==> src/rtl/aes_spi_cmd_ctrl.sv <==
`default_nettype none
// ============================================================================
// Module   : aes_spi_cmd_ctrl
// Purpose  : SPI command/data controller feeding an AES-128 CBC core: decodes
//            command frames, assembles key/IV/plaintext, serves ciphertext.
// Revision : 1.0  initial release
// ============================================================================
module aes_spi_cmd_ctrl #(
    parameter int         BLK_BYTES = 16,
    parameter logic [7:0] CMD_PT    = 8'h01,
    parameter logic [7:0] CMD_KEY   = 8'h02,
    parameter logic [7:0] CMD_IV    = 8'h03,
    parameter logic [7:0] CMD_NEXT  = 8'h04,
    parameter logic [7:0] CMD_READ  = 8'h05,
    parameter logic [7:0] CMD_FIRST = 8'h06
) (
    input  logic                   clk,
    input  logic                   rst,
    input  logic                   ss_active,
    input  logic                   rx_valid,
    input  logic [7:0]             rx_byte,
    input  logic                   tx_ready,
    output logic [7:0]             tx_byte,
    output logic                   tx_load,
    output logic [8*BLK_BYTES-1:0] key,
    output logic [8*BLK_BYTES-1:0] iv,
    output logic [8*BLK_BYTES-1:0] pt,
    output logic                   start_first,
    output logic                   start_next,
    input  logic                   aes_busy,
    input  logic                   aes_done,
    input  logic [8*BLK_BYTES-1:0] ct_in,
    output logic                   ct_valid,
    output logic                   err
);

    localparam int               c_blk_bits = 8 * BLK_BYTES;
    localparam int               c_cnt_w    = $clog2(BLK_BYTES + 1);
    localparam logic [c_cnt_w-1:0] c_full   = c_cnt_w'(BLK_BYTES);
    localparam logic [c_cnt_w-1:0] c_one    = c_cnt_w'(1);

    typedef enum logic [1:0] {
        S_IDLE = 2'd0,
        S_CMD  = 2'd1,
        S_LOAD = 2'd2,
        S_READ = 2'd3
    } state_t;

    typedef enum logic [1:0] {
        T_PT  = 2'd0,
        T_KEY = 2'd1,
        T_IV  = 2'd2
    } target_t;

    state_t                r_state;
    state_t                w_state_nxt;
    target_t               r_target;
    logic                  r_ss;
    logic                  r_ss_d;
    logic                  w_frame_start;
    logic                  w_frame_end;
    logic [7:0]            r_cmd;
    logic                  r_cmd_seen;
    logic [c_blk_bits-1:0] r_shadow;
    logic [c_cnt_w-1:0]    r_cnt;
    logic                  r_commit;
    logic [c_blk_bits-1:0] r_key;
    logic [c_blk_bits-1:0] r_iv;
    logic [c_blk_bits-1:0] r_pt;
    logic [c_blk_bits-1:0] r_ct;
    logic                  r_ct_valid;
    logic [c_blk_bits-1:0] r_txsh;
    logic [c_cnt_w-1:0]    r_sent;
    logic [7:0]            r_tx_byte;
    logic                  r_tx_load;
    logic                  r_err;
    logic                  w_start_first;
    logic                  w_start_next;
    logic                  w_start;

    // Edges come from a two-stage history of the already-synchronized select.
    assign w_frame_start = r_ss & ~r_ss_d;
    assign w_frame_end   = ~r_ss & r_ss_d;
    assign w_start       = w_start_first | w_start_next;

    always_ff @(posedge clk or negedge rst) begin
        if (!rst) begin
            r_state <= S_IDLE;
        end else begin
            r_state <= w_state_nxt;
        end
    end

    always_comb begin
        w_state_nxt   = r_state;
        w_start_first = 1'b0;
        w_start_next  = 1'b0;
        case (r_state)
            S_IDLE: if (w_frame_end) w_state_nxt = S_CMD;
            S_CMD: begin
                w_state_nxt = S_IDLE;
                case (r_cmd)
                    CMD_PT, CMD_KEY, CMD_IV: w_state_nxt = S_LOAD;
                    CMD_FIRST: w_start_first = ~aes_busy;
                    CMD_NEXT:  w_start_next  = ~aes_busy;
                    CMD_READ:  if (r_ct_valid) w_state_nxt = S_READ;
                    default:   w_state_nxt = S_IDLE;
                endcase
            end
            // An empty data frame does not cancel the pending load.
            S_LOAD: if (w_frame_end && (r_cnt != '0)) w_state_nxt = S_IDLE;
            S_READ: if (w_frame_end) w_state_nxt = S_IDLE;
            default: w_state_nxt = S_IDLE;
        endcase
    end

    always_ff @(posedge clk or negedge rst) begin
        if (!rst) begin
            r_ss       <= 1'b0;
            r_ss_d     <= 1'b0;
            r_target   <= T_PT;
            r_cmd      <= '0;
            r_cmd_seen <= 1'b0;
            r_shadow   <= '0;
            r_cnt      <= '0;
            r_commit   <= 1'b0;
            r_key      <= '0;
            r_iv       <= '0;
            r_pt       <= '0;
            r_ct       <= '0;
            r_ct_valid <= 1'b0;
            r_txsh     <= '0;
            r_sent     <= '0;
            r_tx_byte  <= '0;
            r_tx_load  <= 1'b0;
            r_err      <= 1'b0;
        end else begin
            r_ss      <= ss_active;
            r_ss_d    <= r_ss;
            r_tx_load <= 1'b0;
            r_commit  <= 1'b0;

            if (r_commit) begin
                case (r_target)
                    T_KEY:   r_key <= r_shadow;
                    T_IV:    r_iv  <= r_shadow;
                    default: r_pt  <= r_shadow;
                endcase
            end

            case (r_state)
                S_IDLE: begin
                    if (rx_valid && !r_cmd_seen) begin
                        r_cmd      <= rx_byte;
                        r_cmd_seen <= 1'b1;
                    end
                end
                S_CMD: begin
                    // Clearing the opcode makes an empty command frame an error.
                    r_cmd      <= '0;
                    r_cmd_seen <= 1'b0;
                    case (r_cmd)
                        CMD_PT, CMD_KEY, CMD_IV: begin
                            r_target <= (r_cmd == CMD_KEY) ? T_KEY :
                                        (r_cmd == CMD_IV)  ? T_IV  : T_PT;
                            r_cnt    <= '0;
                            r_shadow <= '0;
                            r_err    <= 1'b0;
                        end
                        CMD_FIRST, CMD_NEXT: if (aes_busy) r_err <= 1'b1;
                        CMD_READ: begin
                            r_sent <= c_full;
                            if (!r_ct_valid) r_err <= 1'b1;
                        end
                        default: r_err <= 1'b1;
                    endcase
                end
                S_LOAD: begin
                    if (rx_valid && (r_cnt != c_full)) begin
                        r_shadow <= {r_shadow[c_blk_bits-9:0], rx_byte};
                        r_cnt    <= r_cnt + c_one;
                        if (r_cnt == (c_full - c_one)) r_commit <= 1'b1;
                    end
                    if (w_frame_end && (r_cnt != '0) && (r_cnt != c_full)) r_err <= 1'b1;
                end
                S_READ: begin
                    if (w_frame_start) begin
                        r_tx_byte <= r_ct[c_blk_bits-1 -: 8];
                        r_txsh    <= r_ct << 8;
                        r_sent    <= c_one;
                        r_tx_load <= 1'b1;
                    end else if (tx_ready) begin
                        if (r_sent != c_full) begin
                            r_tx_byte <= r_txsh[c_blk_bits-1 -: 8];
                            r_txsh    <= r_txsh << 8;
                            r_sent    <= r_sent + c_one;
                            r_tx_load <= 1'b1;
                        end else begin
                            r_tx_byte <= 8'h00;
                        end
                    end
                end
                default: ;
            endcase

            // A new start invalidates the result even if a capture lands alongside.
            if (aes_done) r_ct <= ct_in;
            if (w_start) begin
                r_ct_valid <= 1'b0;
            end else if (aes_done) begin
                r_ct_valid <= 1'b1;
            end
        end
    end

    assign key         = r_key;
    assign iv          = r_iv;
    assign pt          = r_pt;
    assign tx_byte     = r_tx_byte;
    assign tx_load     = r_tx_load;
    assign start_first = w_start_first;
    assign start_next  = w_start_next;
    assign ct_valid    = r_ct_valid;
    assign err         = r_err;

endmodule
`default_nettype wire

==> config.mk <==
export PLATFORM = sky130hd
export DESIGN_NAME = aes_spi_cmd_ctrl
export DESIGN_NICKNAME = d
export VERILOG_FILES = /design/src/rtl/aes_spi_cmd_ctrl.sv
export SDC_FILE = /design/constraint.sdc
export NUM_CORES = 1
export LEC_CHECK = 0
export CAP_MARGIN = 5
export CORE_AREA = 2 2 171 341
export DETAILED_ROUTE_END_ITERATION = 8
export DIE_AREA = 0 0 173 343
export PLACE_DENSITY_LB_ADDON = 0.12
export SKIP_CTS_REPAIR_TIMING = 1
export SYNTH_ARGS = -nofsm -noshare
export SYNTH_HDL_FRONTEND = slang
export SYNTH_SLANG_ARGS = --single-unit
==> constraint.sdc <==
create_clock -name clk -period 3.87 [get_ports clk]
set_clock_uncertainty 0.15 [all_clocks]
set_input_delay 1.161 -clock clk [delete_from_list [all_inputs] [get_ports clk]]
set_output_delay 1.161 -clock clk [all_outputs]
set_load 0.03 [all_outputs]
# Yosys cells after proc, flatten, opt, wreduce, memory -nomap -nowiden
# Index checks and enable logic that the tools add are counted.
# classes
n_mux,47
n_eq_ne,26
bitwise,7
n_reduce_logical,27
addsub,2
# ops
cell,n
128-bit two-way mux,5
128-bit one-hot mux with 2 select lines,1
8-bit two-way mux,4
5-bit two-way mux,6
"8-bit by 3-bit equality test with 1-bit output, second input constant",3
5-bit one-hot mux with 2 select lines,2
1-bit two-way mux,17
"8-bit by 2-bit equality test with 1-bit output, second input constant",2
8-bit one-hot mux with 2 select lines,1
"2-bit != test, second input constant",7
2-bit two-way mux,6
"3-bit != test, second input constant",4
2-bit AND reduction,6
2-bit nonzero test,6
"5-bit by 1-bit adder with 5-bit output, second input constant",2
"5-bit != test, second input constant",2
3-bit AND reduction,3
"8-bit by 1-bit equality test with 1-bit output, second input constant",1
2-bit one-hot mux with 4 select lines,1
4-bit AND reduction,2
"2-bit equality test, second input constant",3
"5-bit by 4-bit equality test with 1-bit output, second input constant",1
5-bit nonzero test,1
"2-bit by 1-bit equality test with 1-bit output, second input constant",2
other kinds (12),21
# word_totals
register_bits,805
in_bits,143
elab_cells,128

# Longest topological paths before layout
# Gate-level depths: netlist of run 1.
# logic_depth
ltp_word,6
depth_mapped,9
mapped_depth_nobuf,7

# Least setup slack after synthesis of run 1
# No wires, ideal clock.
# synth_timing
path_type,input to output
from,in aes_busy
to,out start_first
stages,3
t_arrival_ps,1985
path_buffers,0
slack_ps,574
cell_sequence,nor4b_1 > nand3_1 > nor2_1
# synth_between
elab_chain_cells,3
# synth_rtl
item,line_no,rtl
from (decl),30,"input logic aes_busy,"
1-bit inverter,104,CMD_FIRST: w_start_first = ~aes_busy;
1-bit two-way mux,102,case (r_cmd)
1-bit two-way mux,98,case (r_state)
to (decl),28,"output logic start_first,"
# Every way passes these cells.

# Worst setup path in the final report of run 1
# layout_timing
from,in aes_busy
to,out start_next
# layout_between
elab_chain_cells,3
# layout_rtl
item,line_no,rtl
1-bit inverter,105,CMD_NEXT: w_start_next = ~aes_busy;
1-bit two-way mux,102,
1-bit two-way mux,98,
to (decl),29,"output logic start_next,"
# Every way passes these cells.

==> results.md, run 1 <==
- Final WS setup: between 100 and 150 ps
- Area contributors post-synth: dfrtp_1, mux2_2, nand2_1
- Vias in the first global route: about 22000
- Setup TNS: 0 ps
- Core ar.: 56800 µm²
- Yosys warning count: 0
- Layout cells sized above 1: approximately a quarter
- Hold crit path type: in -> async
- Clock sink count: approximately 800
- Final hold violation count: 0
- Wirelength per Cell: roughly 22 µm
- M3 GR Usage: under 10%
- Tot Pwr: 19.3 mW
- Die height: roughly 340 µm
- Reg-to-reg startpoint: r_state[0]
- Status: completed
- Cell Area, Synth: 32100 µm²
- Worst Path Required: about 2600 ps
- Clock Tree Root: clkbuf_16
- GRT Total Usage: approximately 28%
- R2R cell count: 6
- Setup crit end kind: output port
- Seq/Total Area, Yosys: 62.1%
- Routed wire length: slightly above 80000 µm
- Syn_nets: 2664
- # port buffers: approximately 540
- CP Launch Point: aes_busy
- Rows: 124
- Reg area: 19900 µm²
- Cells after Synth: between 2000 and 3000
- Clock Latency Late Sink: just over 600 ps
- Peak supply drop: around 0.00053 V
- Fin crit period: roughly 3800 ps
- Cell variety after synth: between 40 and 50
- Yosys reg bits: approximately 800
- Area delta synth->final: 27.6%
- Busiest grt layer: met2
- CTS tree: yes
- Fraction of registers with async set/reset: 100%
- Nets: ~3200
- Final core utilization: a little over 70%
- Slew @ Worst Pin: slightly above 1000 ps
- IO Count: 540
- R2R Setup Slk: 1100 ps
- DP Area: between 30000 and 40000 µm²
- Fin cells: roughly 3800
- Global-route wire length before repair: 129000 µm
- Synth area leader: dfrtp_1
- Die area: around 60000 µm²
- Fin crit share: 96.9%
- Vias per std cell: around 5.6
- Gpl congestion: between 0.8 and 0.9
- Largest net degree at the start of global routing: about 180
- Initial antenna violation count: 16
- Post-synth EDFFs: 0
- CTS max path bufs: 3
- Remaining global-route overflow: 0
- CTS H-tree depth: 3
- RSZ-0062 raised after global routing: false
- Hold slack: approximately 330 ps
- LEAKAGE: about 19 nW
- Worst EP arrival: between 2000 and 2500 ps
- Total CTS buffers: 70
- FMAX: around 270 MHz
- CP Launch Type: input port
- Final number of setup-violating endpoints: 0
- Chip Width: approximately 170 µm
- Fill count: about 4000
- Pre-antenna DRT Iters: 5
- Final Max Slew Viols: 0
- CP endpoint: start_next
- Avg Inst Size Synth: 12.8 µm²
- Worst-path clk slew: 60 ps
- ANT nets after route: 0
- M1 GR Usage: between 30% and 40%
- HPWL after DPL: 55700 µm
- CP max FO: 3
- Slew headroom: 32.9%
- Dpl cells: about 3700
- Vias: between 20000 and 25000
- Number of remaining DRC errors: 0
- Initial drt markers: ~1600
- PD cells: about 470 nW/µm²
- Multi-input combinational cell area: 11500 µm²
- Starting Density: a little under three fifths
- Pre-CTS setup slack: 107 ps
- R2r endpoint: r_state[0]
- Synth Flop Type: dfrtp_1
- Top cell type's share of synthesized area: 62.1%
- Final Cell Area: roughly 40000 µm²
- Met2 Usage GRT: between 40% and 50%
- Critical path type: in -> out
- Max Cap Viol: 0
cell usage in the layout (no fill, tap or decap), types with 3 or more instances in the layout:
cell	Yosys	final
nand4_1	6	6
clkbuf_1	145	10
clkdlybuf4s50_1	0	535
a22oi_1	8	8
nor2_1	7	7
buf_4	0	37
mux2_2	603	603
dfrtp_1	797	797
clkinv_2	0	7
o41ai_1	9	9
inv_6	0	3
clkbuf_8	0	21
a21oi_1	12	11
mux2i_1	12	12
diode_2	0	7
nor2b_1	8	7
buf_12	0	18
clkbuf_16	0	72
inv_1	23	23
bufinv_16	0	9
o21ai_0	167	167
o31ai_1	116	116
ha_1	11	10
nand2_1	510	507
a22o_1	8	8
nand2_4	0	3
nand3_1	6	6
metal layers:
| layer | vias up | wire (µm) | share of wire, % |
|---|---|---|---|
| met5 | - | 110 | 0.13 |
| met4 | 16 | 2810 | 3.4 |
| met3 | 155 | 6550 | 7.9 |
| met2 | 684 | 39000 | 47 |
| met1 | 10800 | 34100 | 41 |
| li1 | 9701 | - | - |
cells by family after synthesis:
family	Yosys count	share of synthesized area, %
flops	797	62.1
mux	615	21.5
fa+ha+maj	11	0.429
buf+inv	195	2.39
simple gates	558	6.99
compound gates	334	6.54
critical path, stage by stage:
cell             delay [ps]
clkdlybuf4s50_1         480
nor4b_1                 300
nand3_1                 180
nor2_1                  140
buf_4                   170
cell type report:
class                           count  share of cell area (%)
Tap cell                          756                    2.31
Multi-Input combinational cell   1518                    28.0
Timing Repair Buffer              592                    14.7
Clock buffer                      103                    5.20
Inverter                           24                   0.226
Antenna cell                        7                  0.0428
Clock inverter                     21                   0.867
Sequential cell                   797                    48.7
synthesized netlist by cell type (all sizes together) (2+ instances only):
library cell  number
o21ai            169
dfrtp            797
a2bb2oi            2
a22o               8
o31ai            116
nand4              6
ha                11
nor4b              2
nand3              6
nand2            510
or2                2
nor2               8
clkbuf           145
mux2             603
or4                2
mux2i             12
and3               2
o41ai              9
o2bb2ai            2
nor2b              8
nand2b             3
inv               23
a22oi              8
a21oi             12
buf               26
state kept, by name, summed over array words and instances (netlist names), 2 cells and up:
register  flops
key         128
r_state       2
r_shadow    128
r_cmd         8
r_cnt         5
r_target      2
tx_byte       8
r_sent        5
pt          128
r_txsh      120
iv          128
r_ct        128
worst min-delay path by stage:
| stage | startpoint | endpoint | slack, ps |
|---|---|---|---|
| 6_report | rst | key[106] | 330 |
| 2_1_floorplan | r_ss | r_ss_d | 230 |
| 3_3_place_gp | r_ss | r_ss_d | 310 |
| 4_1_cts | rst | key[106] | 340 |
| 5_1_grt | rst | key[122] | 360 |
| 3_5_place_dp | iv[0] | iv[0] | 320 |
power by group:
part / internal [mW] / switching [mW]
clock: 4.43 / 3.09
combinational: 0.953 / 1.63
sequential: 8.81 / 0.353
(Power assumes the default switching activity.)
==> run 2, diff against run 1 <==
- ABC_CLOCK_PERIOD_IN_PS: default -> 3870
- CORE_AREA: 2 2 171 341 -> 2 2 204 406
- CTS_CLUSTER_DIAMETER: default -> 120
- DIE_AREA: 0 0 173 343 -> 0 0 206 408
==> run 2 against run 1 <==
Effect of this change: total power is 1.3% higher; setup slack worse by 43 ps; flip-flop and latch count stayed put; register-to-register slack better by 230 ps; clock power is 1% higher; sequential power hardly changed; count of clock-buffer cells in the layout is 3 higher; global-route usage is 6.4 points lower; critical endpoint is now start_first; highest routed layer unchanged.
==> results.md, run 2 (synthesis results as in run 1) <==
- Hold crit path type: reg -> reg (was in -> async)
- Hold slack: 324 ps (was 334 ps)
- Largest stage delay on the critical path: 430 ps (was 480 ps)
- Peak supply drop: 0.000376 V (was 0.000526 V)
- Critical path type: in -> out (unchanged)
- Most frequent cells in the layout: dfrtp_1, mux2_2, clkdlybuf4s50_1 (unchanged)
- Status: completed (unchanged)
- Clock Tree Root: clkbuf_16 (unchanged)
- Global-route wire length before repair: 138000 µm (was 129000 µm)
- Net Sw Power: 5.30 mW (was 5.07 mW)
- GRT Total Usage: 21.4% (was 27.8%)
- Starting Density: 39.6% (was 56.5%)
- Vias: 21300 (was 21400)
- Core ar.: 81100 µm² (was 56800 µm²)
- Final hold violation count: 0 (unchanged)
- Fin crit share: 98.0% (was 96.9%)
- Comb power frac: 13.9% (was 13.4%)
- PD cells: 469 nW/µm² (was 470 nW/µm²)
- HPWL after DPL: 62700 µm (was 55700 µm)
- Initial antenna violation count: 9 (was 16)
- Total CTS buffers: 74 (was 70)
- Pre-antenna DRT Iters: 4 (was 5)
- IO Count: 540 (unchanged)
- Clock sink count: 797 (unchanged)
- FMAX: 264 MHz (was 267 MHz)
- Worst Path Required: 2560 ps (about the same)
- Slowest cell on crit path: clkdlybuf4s50_1 (unchanged)
- Final Max Slew Viols: 0 (unchanged)
- Clk pwr share: 39.1% (was 39.0%)
- Die height: 408 µm (was 343 µm)
- Rows: 148 (was 124)
- Setup crit end kind: output port (unchanged)
- Worst-path clk slew: 70 ps (was 60 ps)
- ANT nets after route: 0 (unchanged)
- Wirelength per Cell: 21.6 µm (about the same)
- R2R cell count: 8 (was 6)
- Fin crit period: 3790 ps (was 3750 ps)
- RSZ-0062 raised after global routing: false (unchanged)
- Sw Ratio: 27.2% (was 26.3%)
- Largest net degree at the start of global routing: 128 (was 176)
- Die area: 84000 µm² (was 59300 µm²)
- CP endpoint: start_first (was start_next)
- R2R Setup Slk: 1330 ps (was 1100 ps)
- Chip Width: 206 µm (was 173 µm)
- Number of remaining DRC errors: 0 (unchanged)
- CTS H-tree depth: 3 (unchanged)
- Dpl cells: 3987 (was 3687)
- Most common cell after layout, fill and taps aside: dfrtp_1 (unchanged)
- CP Launch Point: aes_busy (unchanged)
- Layout cells sized above 1: 26.2% (was 25.9%)
- Initial drt markers: 891 (was 1566)
- Sequential Power Share: 47.0% (was 47.6%)
- CTS max path bufs: 3 (unchanged)
- CP max FO: 3 (unchanged)
- Slew headroom: 44.5% (was 32.9%)
- Max Cap Viol: 0 (unchanged)
- R2r endpoint: r_shadow[54] (was r_state[0])
- Worst EP arrival: 2480 ps (was 2440 ps)
- Gpl congestion: 0.783 (was 0.806)
- Pint: 14.2 mW (about the same)
- Vias per std cell: 5.17 (was 5.60)
- Remaining global-route overflow: 0 (unchanged)
- Clock Latency Late Sink: 650 ps (was 610 ps)
- Nets: 3167 (was 3157)
- Final number of setup-violating endpoints: 0 (unchanged)
- CTS tree: yes (unchanged)
- Vias in the first global route: 22800 (was 22000)
- Routed wire length: 89100 µm (was 82500 µm)
- Setup TNS: 0 ps (unchanged)
- LEAKAGE: 19.3 nW (was 19.2 nW)
- Area delta synth->final: 29.4% (was 27.6%)
- # port buffers: 539 (unchanged)
- Hold path cells: 0
- CP Cell Sequence: clkdlybuf4s50_1, nor4b_1, nand3_1, nor2_1, buf_12 (was clkdlybuf4s50_1, nor4b_1, nand3_1, nor2_1, buf_4)
- CP Launch Type: input port (unchanged)
- Fin cells: 4118 (was 3818)
- Slew @ Worst Pin: 833 ps (was 1010 ps)
- Reg-to-reg startpoint: r_state[1] (was r_state[0])
## run 2: per-layer routing
| layer | part of all wire (%) | track usage (%) | routed length, µm |
|---|---|---|---|
| met5 | 0.12 | 0 | 105 |
| met3 | 6.3 | 5.22 | 5640 |
| met2 | 51 | 37.5 | 45500 |
| met4 | 2.7 | 6.76 | 2420 |
| met1 | 40 | 25.7 | 35400 |
## run 2: stage by stage
stage	util, %	setup slack, ps	area, µm²	total power, mW
4_1_cts	51.2	66.5	41500	19.8
3_3_place_gp	48.1	67.2	39000	12.0
6_report	51.2	77.2	41500	19.5
3_5_place_dp	48.1	76.4	39000	12.1
5_1_grt	51.2	18.5	41500	20.4
2_1_floorplan	-	574	32100	10.9
## run 2: cell type report
| cell class | count | area, µm² |
|---|---|---|
| timing repair buffer | 598 | 6210 |
| fill | 7187 | 39600 |
| sequential | 797 | 19900 |
| inverter | 24 | 92.6 |
| tap | 1050 | 1310 |
| clock inverter | 24 | 318 |
| antenna | 1 | 2.50 |
| clock buffer | 106 | 2200 |
| multi-input combinational | 1518 | 11500 |
## run 2: critical path: cells and delay by family
family | cells | cell delay [ps]
simple gates | 3 | 730
buf+inv | 2 | 590
## run 2: how the worst min path moves through the flow
| stage | startpoint | to | slack, ps |
|---|---|---|---|
| detailed placement | r_ss | r_ss_d | 310 |
| CTS | r_ss | r_ss_d | 330 |
| global route | r_ss | r_ss_d | 350 |
| finish | r_ss | r_ss_d | 320 |
| global placement | r_ss | r_ss_d | 310 |
| floorplan | r_ss | r_ss_d | 230 |
## run 2: power by group through the flow
stage	registers (mW)	logic, mW	clock network [mW]
3_5_place_dp	9.32	2.75	0
6_report	9.17	2.71	7.62
4_1_cts	9.17	2.75	7.86
3_3_place_gp	9.30	2.67	0
2_1_floorplan	9.25	1.66	0
5_1_grt	9.22	3.00	8.20
==> run 3, diff against run 2 <==
- MAX_ROUTING_LAYER: default -> met4
- SLEW_MARGIN: default -> 20
==> run 3 against run 2 <==
Effect of this change: register-to-register slack improved by 20 ps; non-clock buffer count unchanged; setup slack got worse by 2.6 ps; design area about the same; total power about the same; flip-flop and latch count unchanged; sequential power about the same; routed wire length about the same; via count increased by 0.14%; global-route usage increased by 0.62 points; hold slack about the same; largest power group unchanged.
==> results.md, run 3 (synthesis results as in run 1) <==
- Status: completed (unchanged)
- CTS max path bufs: 3 (unchanged)
- Max Cap Viol: 0 (unchanged)
- Multi-input combinational cell area: 11500 µm² (unchanged)
- Core ar.: 81100 µm² (unchanged)
- CP max FO: 3 (unchanged)
- Reg-to-reg startpoint: r_state[1] (unchanged)
- HPWL after DPL: 62700 µm (unchanged)
- Fin crit period: 3800 ps (was 3790 ps)
- Vias per std cell: 5.17 (about the same)
- R2R cell count: 8 (unchanged)
- Most common cell after layout, fill and taps aside: dfrtp_1 (unchanged)
- Slowest cell on crit path: clkdlybuf4s50_1 (unchanged)
- Vias in the first global route: 22800 (about the same)
- Pint: 14.2 mW (about the same)
- Worst-path clk slew: 70 ps (about the same)
- Worst Path Required: 2560 ps (about the same)
- Slew @ Worst Pin: 838 ps (was 833 ps)
- Clk pwr share: 39.1% (about the same)
- Largest stage delay on the critical path: 430 ps (about the same)
- Final core utilization: 51.2% (about the same)
- Initial drt markers: 964 (was 891)
- Clock sink count: 797 (unchanged)
- Remaining global-route overflow: 0 (unchanged)
- Reg area: 19900 µm² (unchanged)
- Nets: 3167 (unchanged)
- PD cells: 469 nW/µm² (about the same)
- CTS tree: yes (unchanged)
- Routed wire length: 89100 µm (about the same)
- ANT nets after route: 0 (unchanged)
- Sequential Power Share: 47.0% (about the same)
- Final hold violation count: 0 (unchanged)
- Comb power frac: 13.9% (about the same)
- Final Max Slew Viols: 0 (unchanged)
- FMAX: 263 MHz (was 264 MHz)
- IO Count: 540 (unchanged)
- CP endpoint: start_first (unchanged)
- Clock Latency Late Sink: 660 ps (was 650 ps)
- Net Sw Power: 5.30 mW (about the same)
- LEAKAGE: 19.3 nW (about the same)
- CP Launch Type: input port (unchanged)
- Layout cells sized above 1: 26.2% (unchanged)
- Most frequent cells in the layout: dfrtp_1, mux2_2, clkdlybuf4s50_1 (unchanged)
- R2r endpoint: r_shadow[54] (unchanged)
- Critical path type: in -> out (unchanged)
- Number of remaining DRC errors: 0 (unchanged)
- Fill count: 7188 (was 7187)
- Clock Tree Root: clkbuf_16 (unchanged)
- Die height: 408 µm (unchanged)
- Slew headroom: 44.2% (was 44.5%)
- Starting Density: 39.6% (unchanged)
- CP Cell Sequence: clkdlybuf4s50_1, nor4b_1, nand3_1, nor2_1, buf_12 (unchanged)
- GRT Total Usage: 22.0% (was 21.4%)
- Vias: 21300 (about the same)
- RSZ-0062 raised after global routing: false (unchanged)
- Wirelength per Cell: 21.6 µm (about the same)
- Gpl congestion: 0.794 (was 0.783)
- Hold crit path type: reg -> reg (unchanged)
- CTS H-tree depth: 3 (unchanged)
- Fin crit share: 98.1% (was 98.0%)
- Worst EP arrival: 2480 ps (about the same)
- Chip Width: 206 µm (unchanged)
- Area delta synth->final: 29.5% (was 29.4%)
- Final number of setup-violating endpoints: 0 (unchanged)
- Tot Pwr: 19.5 mW (about the same)
- Peak supply drop: 0.000376 V (about the same)
- Global-route wire length before repair: 138000 µm (about the same)
- Setup TNS: 0 ps (unchanged)
- Sw Ratio: 27.2% (about the same)
- CP Launch Point: aes_busy (unchanged)
- Total CTS buffers: 74 (unchanged)
- Die area: 84000 µm² (unchanged)
- Initial antenna violation count: 9 (unchanged)
- Largest net degree at the start of global routing: 128 (unchanged)
- Setup crit end kind: output port (unchanged)
- # port buffers: 539 (unchanged)
- Rows: 148 (unchanged)
- R2R Setup Slk: 1350 ps (was 1330 ps)
- Pre-antenna DRT Iters: 7 (was 4)
==> run 3: cell types whose count changed in the layout (fill, tap and decap cells not counted) <==
cell,delta
diode_2,+8
==> run 3: stage by stage <==
step                      setup slack (ps)  area (µm²)  hold WS (ps)  cells
after floorplan                        574       32100           230   2510
after global placement                67.2       39000           311   3987
after detailed placement              76.4       39000           314   3987
after CTS                             66.5       41500           333   4117
after global routing                  18.5       41600           346   4125
final                                 74.6       41600           324   4126
==> run 3: final cells by class <==
cell class / instances / share of cell area, %
flip-flops and latches: 797 / 48.0
clock buffers: 106 / 5.30
diodes: 9 / 0.0542
clock inverters: 24 / 0.765
multi-input cells: 1518 / 27.6
well taps: 1050 / 3.16
repair buffers: 598 / 14.9
inverters: 24 / 0.223
==> run 3: routing by layer <==
layer	wire, µm	vias to the layer above	global-route usage [%]
li1	-	9718	-
met1	35900	10900	25.8
met2	45400	608	37.5
met3	5420	120	4.98
met4	2330	0	6.77
met5	0	-	-
==> run 3: worst min path at each step <==
stage | to | slack (ps) | cells after the start | from
6_report | r_ss_d | 320 | 0 | r_ss
2_1_floorplan | r_ss_d | 230 | 0 | r_ss
4_1_cts | r_ss_d | 330 | 0 | r_ss
3_5_place_dp | r_ss_d | 310 | 0 | r_ss
3_3_place_gp | r_ss_d | 310 | 0 | r_ss
5_1_grt | r_ss_d | 350 | 0 | r_ss
==> run 3: power by group through the flow <==
stage	sequential, mW	combinational [mW]	clock (mW)
floorplan	9.25	1.66	0
global placement	9.30	2.67	0
detailed placement	9.32	2.75	0
CTS	9.17	2.75	7.86
global route	9.22	3.00	8.20
finish	9.17	2.71	7.63
==> run 3: critical path, delay by kind of cell <==
kind / cells / cell delay, ps
AND/OR/NAND/NOR: 3 / 730
buffers and inverters: 2 / 590
